**src/rtl/cc_miss_req_ctrl.sv**
```systemverilog
// ---------------------------------------------------------------------------
// cc_miss_req_ctrl
//
// Miss-request sequencer for the cache controller. It takes line-miss
// requests from the tag-compare stage and issues one 8-beat AXI WRAP read
// burst per miss on the memory AR channel. When the AR handshake happens it
// also pushes the full miss address into the miss-address FIFO. The
// data-fill path drains that FIFO on the first returning beat.
//
// Outstanding fills are counted as AR handshakes minus R-channel last
// beats. New misses are throttled once MAX_OUTSTANDING bursts are in flight.
//
// Optional build macro:
//    CC_MISS_REQ_MERGE_EN - drops a request that hits the same 64-byte line
//                           as the most recently issued burst while that
//                           burst (or any other) is still outstanding.
//
// Parameters:
//    MAX_OUTSTANDING - maximum bursts in flight (1..15)
//    CNT_W           - width of the outstanding counter
//
// Ports:
//    clk                    - clock, all state on rising edge
//    rst                    - asynchronous active-high reset
//    miss_req_valid_i       - miss request valid
//    miss_req_addr_i        - miss byte address
//    miss_req_ready_o       - request accepted when valid & ready
//    mem_arvalid_o          - AR valid
//    mem_araddr_o           - AR address, 8-byte aligned (critical word first)
//    mem_arlen_o            - AR length, constant 7 (8 beats)
//    mem_arsize_o           - AR size, constant 3 (8 bytes)
//    mem_arburst_o          - AR burst type, constant WRAP
//    mem_arready_i          - AR ready
//    mem_rvalid_i           - R-channel monitor: valid
//    mem_rready_i           - R-channel monitor: ready
//    mem_rlast_i            - R-channel monitor: last beat
//    miss_addr_fifo_full_i  - miss-address FIFO full
//    miss_addr_fifo_wren_o  - miss-address FIFO push strobe
//    miss_addr_fifo_wdata_o - full miss address pushed into the FIFO
//    outstanding_o          - bursts currently in flight
//    err_o                  - sticky: rlast seen while nothing was outstanding
// ---------------------------------------------------------------------------
module cc_miss_req_ctrl #(
   parameter int MAX_OUTSTANDING = 4,
   parameter int CNT_W           = $clog2(MAX_OUTSTANDING + 1)
) (
   input  logic             clk,
   input  logic             rst,
   input  logic             miss_req_valid_i,
   input  logic [31:0]      miss_req_addr_i,
   output logic             miss_req_ready_o,
   output logic             mem_arvalid_o,
   output logic [31:0]      mem_araddr_o,
   output logic [3:0]       mem_arlen_o,
   output logic [2:0]       mem_arsize_o,
   output logic [1:0]       mem_arburst_o,
   input  logic             mem_arready_i,
   input  logic             mem_rvalid_i,
   input  logic             mem_rready_i,
   input  logic             mem_rlast_i,
   input  logic             miss_addr_fifo_full_i,
   output logic             miss_addr_fifo_wren_o,
   output logic [31:0]      miss_addr_fifo_wdata_o,
   output logic [CNT_W-1:0] outstanding_o,
   output logic             err_o
);

   typedef enum logic {
      IDLE  = 1'b0,
      ISSUE = 1'b1
   } state_t;

   state_t           state_q;
   state_t           state_d;
   logic [31:0]      req_addr_q;
   logic [31:0]      req_addr_d;
   logic [CNT_W-1:0] outstanding_q;
   logic             err_q;

   logic             ar_hs;
   logic             r_last_hs;
   logic             room_ok;
   logic             merge_hit;

   // Every burst is a full 64-byte line. The length, size and burst type
   // never change, so they are driven as constants, including in reset.
   assign mem_arlen_o   = 4'd7;
   assign mem_arsize_o  = 3'd3;
   assign mem_arburst_o = 2'b10;

   // The address is taken from the latched request, not from the live
   // input. That keeps it stable for the whole time AR is waiting for ready.
   assign mem_araddr_o           = {req_addr_q[31:3], 3'b000};
   assign miss_addr_fifo_wdata_o = req_addr_q;
   assign outstanding_o          = outstanding_q;
   assign err_o                  = err_q;

   // arvalid is decoded from the state register alone. There is no path
   // from arready into arvalid. Because the state resets asynchronously,
   // arvalid also drops the moment rst rises.
   assign mem_arvalid_o = (state_q == ISSUE);
   assign ar_hs         = mem_arvalid_o & mem_arready_i;
   assign r_last_hs     = mem_rvalid_i & mem_rready_i & mem_rlast_i;

   // A fresh burst needs two things. First, FIFO space now: this block is
   // the only writer, so space at acceptance is still there at the push.
   // Second, headroom below the in-flight limit.
   assign room_ok = !miss_addr_fifo_full_i &&
                    (outstanding_q < CNT_W'(MAX_OUTSTANDING));

`ifdef CC_MISS_REQ_MERGE_EN
   // Line address of the most recently issued burst. It only counts as
   // meaningful while something is still outstanding, so it needs no
   // separate valid bit.
   logic [25:0] last_line_q;

   // Capture the line of each burst as its AR handshake completes.
   always_ff @(posedge clk or posedge rst) begin
      if (rst) begin
         last_line_q <= '0;
      end else if (ar_hs) begin
         last_line_q <= req_addr_q[31:6];
      end
   end

   // A hit on the in-flight line is absorbed without using any resource.
   // So it is accepted even at the outstanding limit or with the FIFO full.
   assign merge_hit = (outstanding_q != '0) &&
                      (miss_req_addr_i[31:6] == last_line_q);
`else
   assign merge_hit = 1'b0;
`endif

   // State and latched-request registers.
   always_ff @(posedge clk or posedge rst) begin
      if (rst) begin
         state_q    <= IDLE;
         req_addr_q <= '0;
      end else begin
         state_q    <= state_d;
         req_addr_q <= req_addr_d;
      end
   end

   // Next-state and handshake decode. ready is offered only in IDLE, so one
   // miss is accepted per two cycles at most. The FIFO push goes out in the
   // same cycle as the AR handshake, with the address that was latched.
   always_comb begin
      state_d               = state_q;
      req_addr_d            = req_addr_q;
      miss_req_ready_o      = 1'b0;
      miss_addr_fifo_wren_o = 1'b0;

      case (state_q)
         IDLE: begin
            miss_req_ready_o = merge_hit || room_ok;
            if (miss_req_valid_i && miss_req_ready_o && !merge_hit) begin
               req_addr_d = miss_req_addr_i;
               state_d    = ISSUE;
            end
         end

         ISSUE: begin
            if (mem_arready_i) begin
               miss_addr_fifo_wren_o = 1'b1;
               state_d               = IDLE;
            end
         end

         default: begin
            state_d = IDLE;
         end
      endcase
   end

   // Outstanding-burst counter.
   //  - An issue and a completion in the same cycle cancel out.
   //  - A last beat with nothing outstanding leaves the counter at zero and
   //    raises the sticky error flag instead.
   always_ff @(posedge clk or posedge rst) begin
      if (rst) begin
         outstanding_q <= '0;
         err_q         <= 1'b0;
      end else begin
         case ({ar_hs, r_last_hs})
            2'b10: begin
               outstanding_q <= outstanding_q + CNT_W'(1);
            end
            2'b01: begin
               if (outstanding_q != '0) begin
                  outstanding_q <= outstanding_q - CNT_W'(1);
               end else begin
                  err_q <= 1'b1;
               end
            end
            default: begin
               outstanding_q <= outstanding_q;
            end
         endcase
      end
   end

endmodule

```
**config.mk**
```make
export PLATFORM = sky130hd
export DESIGN_NAME = cc_miss_req_ctrl
export DESIGN_NICKNAME = d
export VERILOG_FILES = /design/src/rtl/cc_miss_req_ctrl.sv
export SDC_FILE = /design/constraint.sdc
export NUM_CORES = 1
export LEC_CHECK = 0
export CORE_MARGIN = 2
export CORE_UTILIZATION = 38
export DETAILED_ROUTE_END_ITERATION = 10
export PLACE_DENSITY = 0.82
export SYNTH_ARGS = -nofsm -noshare
export SYNTH_HDL_FRONTEND = slang
export SYNTH_SLANG_ARGS = --single-unit
```
**constraint.sdc**
```tcl
create_clock -name clk -period 2.2 [get_ports clk]
set_input_delay 0.22 -clock clk [delete_from_list [all_inputs] [get_ports clk]]
set_output_delay 0.22 -clock clk [all_outputs]
set_load 0.02 [all_outputs]
```
==> results of run 1 <==
## power by group through the flow
stage / sequential (mW) / combinational, mW / clock, mW
after detailed placement: 1.34 / 2.92 / 0
after floorplan: 1.72 / 1.50 / 0
final: 1.33 / 2.90 / 0.465
after CTS: 1.33 / 2.93 / 0.485
after global routing: 1.39 / 3.03 / 0.510
after global placement: 1.32 / 2.86 / 0
## cells by family (layout without fill, tap and decap cells)
family / after synthesis / count (layout) / synth area share (%)
buf+inv: 50 / 122 / 19.9
flops: 37 / 37 / 46.3
mux: 34 / 34 / 24.5
simple gates: 13 / 13 / 3.82
compound gates: 12 / 12 / 4.13
other cells: 2 / 12 / 0.375
fa+ha+maj: 1 / 1 / 0.625
xor+xnor: 1 / 1 / 0.438
## path summary, 6_finish.rpt
check | endpoint | slack [ns] | cells after the start
worst max-delay path | miss_addr_fifo_wren_o | 0.29 | 3
worst min-delay path | miss_addr_fifo_wdata_o[20] | 0.35 | 3
worst max register to register | outstanding_o[2] | 0.44 | 8
worst min register to register | err_o | 0.49 | 1
max in group asynchronous | miss_addr_fifo_wdata_o[2] | 1.51 | 3
min in group clk | err_o | 0.49 | 1
## registers in the layout, indices dropped and copies added, names as in the netlist
name and flops:
miss_addr_fifo_wdata_o 32, mem_arvalid_o 1, err_o 1, outstanding_o 3
## metal layers
metal,vias to the layer above,global-route usage [%]
li1,615,-
met4,0,5.09
met5,-,0
met3,2,5.21
met1,647,17.2
met2,77,24.4
## cell type report
type	instances	area, um2
Inverter	4	15.0
Tap cell	70	87.6
Multi-Input combinational cell	73	714
Sequential cell	37	926
Timing Repair Buffer	110	1110
Clock inverter	3	17.5
Fill cell	439	2170
Clock buffer	5	68.8
## critical path: cells and delay by family, from the launching register on
kind / cells / cell delay (ns)
buffers and inverters: 2 / 0.77
flip-flops: 1 / 0.51
AND/OR/NAND/NOR: 1 / 0.13
## cells in the mapped netlist (2+ instances only)
library cell	number	share of area (%)
o21ai_0	2	0.50
mux2_4	29	22
mux2_2	3	1.7
buf_4	41	15
o211ai_1	2	0.75
conb_1	2	0.38
o21bai_1	2	0.75
inv_1	4	0.75
dfrtp_1	37	46
nand3_1	3	0.75
buf_12	3	3.0
nand2_1	3	0.56
mux2i_1	2	1.0
a21oi_1	2	0.50
## metrics by stage
step | cells | area, um2 | hold slack [ns]
floorplan | 160 | 2040 | 0.368
global placement | 294 | 2850 | 0.478
detailed placement | 294 | 2850 | 0.470
CTS | 302 | 2940 | 0.366
global route | 302 | 2940 | 0.389
finish | 302 | 2940 | 0.350
==> metrics, run 1 <==
prevailing post-synth register cell=dfrtp_1; share of post-route cells with drive strength above 1=20.7%; Leak=about 1.3 nW; Critical Path End Type=primary output; TritonCTS clock tree=built; vias in the first global route=around 1400; initial core utilization=between 30% and 40%; chip height=about 77 um; largest net degree at the start of global routing=38; clk buf depth=2; Synth Instances=150; Max FO, Critical Path=8; area grow syn2layout=46.7%; Fin Setup TNS=0 ns; WL met1=about 1800 um; Max Slew Vio Count=0; core region area=between 5000 and 6000 um2; ys async rst share=between 90% and 100%; initial antenna violation count=0; Initial DRC Count=44; Pwr Density=approximately 1600 nW/um2; H-Tree Depth=2; Fin. Hold Viols=0; clk root buf=clkbuf_8; Synth cell types=29; Overflow after GRT=0; wire per inst=~14 um; first-pass GRT wire length=just under 7000 um; Max Clock Freq=roughly 520 MHz; Synth warnings=0; Max-Cap Viols=0; Gate power share=61.8%; Post-DRT Antenna Nets=0; synthesized area=between 2000 and 2500 um2; DR WL met2=a little over 2000 um; Final nets=around 270; Worst Path Required=1.98 ns; Port Buffers=around 110; CP Launch Type=flip-flop; Worst R2R Start=mem_arvalid_o; pre-CTS WS=0.203 ns; commonest cells after routing, fill and taps aside=107 x clkdlybuf4s50_1, 37 x dfrtp_1, 29 x mux2_4; die area=between 5000 and 6000 um2; Tmin final=~1.9 ns; placer congestion estimate=between 0.7 and 0.8; register bit total from synthesis=37; top layer in use=met4; sw frac=39.4%; Int Power=around 2.8 mW; gr usage total=roughly 15%; status=finished clean; die width=between 70 and 80 um; Final period util=86.9%; commonest non-fill, non-tap cell in the layout=clkdlybuf4s50_1; Clk pwr share=9.9%; wire length on met3=between 300 and 400 um; Clock Skew=between 0.005 and 0.006 ns; Top Ports=between 100 and 150; DRC=0; share of power burned in registers=~28%; Post-synth EDFFs=0; critical setup path kind=flip-flop to primary output; clk_lat worst skew=0.28 ns; syn avg cell area=approximately 13 um2; # Post-CTS Setup Buffers=0; Hold WC Path Type=input port to async pin; Slowest-stage cell, CP=clkdlybuf4s50_1; crit path from=mem_arvalid_o; RSZ-0062 raised after global routing=no; Power Total=between 4 and 5 mW; CP cell instances=nand2_1 -> inv_1 -> clkdlybuf4s50_1; crit-path max cell delay=0.63 ns; final setup vio count=0; Clock transition at path regs=about 0.080 ns; maximum vdd drop=slightly below 0.6 mV; 1st-pass router iterations=4; sw power=between 1.5 and 2 mW; FP Rows=26; Detail Placement HPWL=3200 um; Seq/Total Area, Yosys=a little under half; routed vias/inst=4.44; total CTS buffers=5; Hold Buf Count CTS=0; antenna diode count=0; # clock sinks=37; Arr. time, crit path=1.69 ns; WL final=4180 um; Post-CTS Resized=0; Vias=between 1000 and 1500; setup ws final=around 0.29 ns; Final Util=57.5%
No activity file was read; power rests on OpenSTA's default activity.
==> run 2: changes to the inputs <==
--- a/config.mk
+++ b/config.mk
@@ -8,7 +8,9 @@
 export CORE_MARGIN = 2
 export CORE_UTILIZATION = 38
 export DETAILED_ROUTE_END_ITERATION = 10
+export GPL_ROUTABILITY_DRIVEN = 0
 export PLACE_DENSITY = 0.82
+export SLEW_MARGIN = 5
 export SYNTH_ARGS = -nofsm -noshare
 export SYNTH_HDL_FRONTEND = slang
 export SYNTH_SLANG_ARGS = --single-unit
==> results of run 2 <==
Final layout, timing and power as in run 1 (identical DEF).
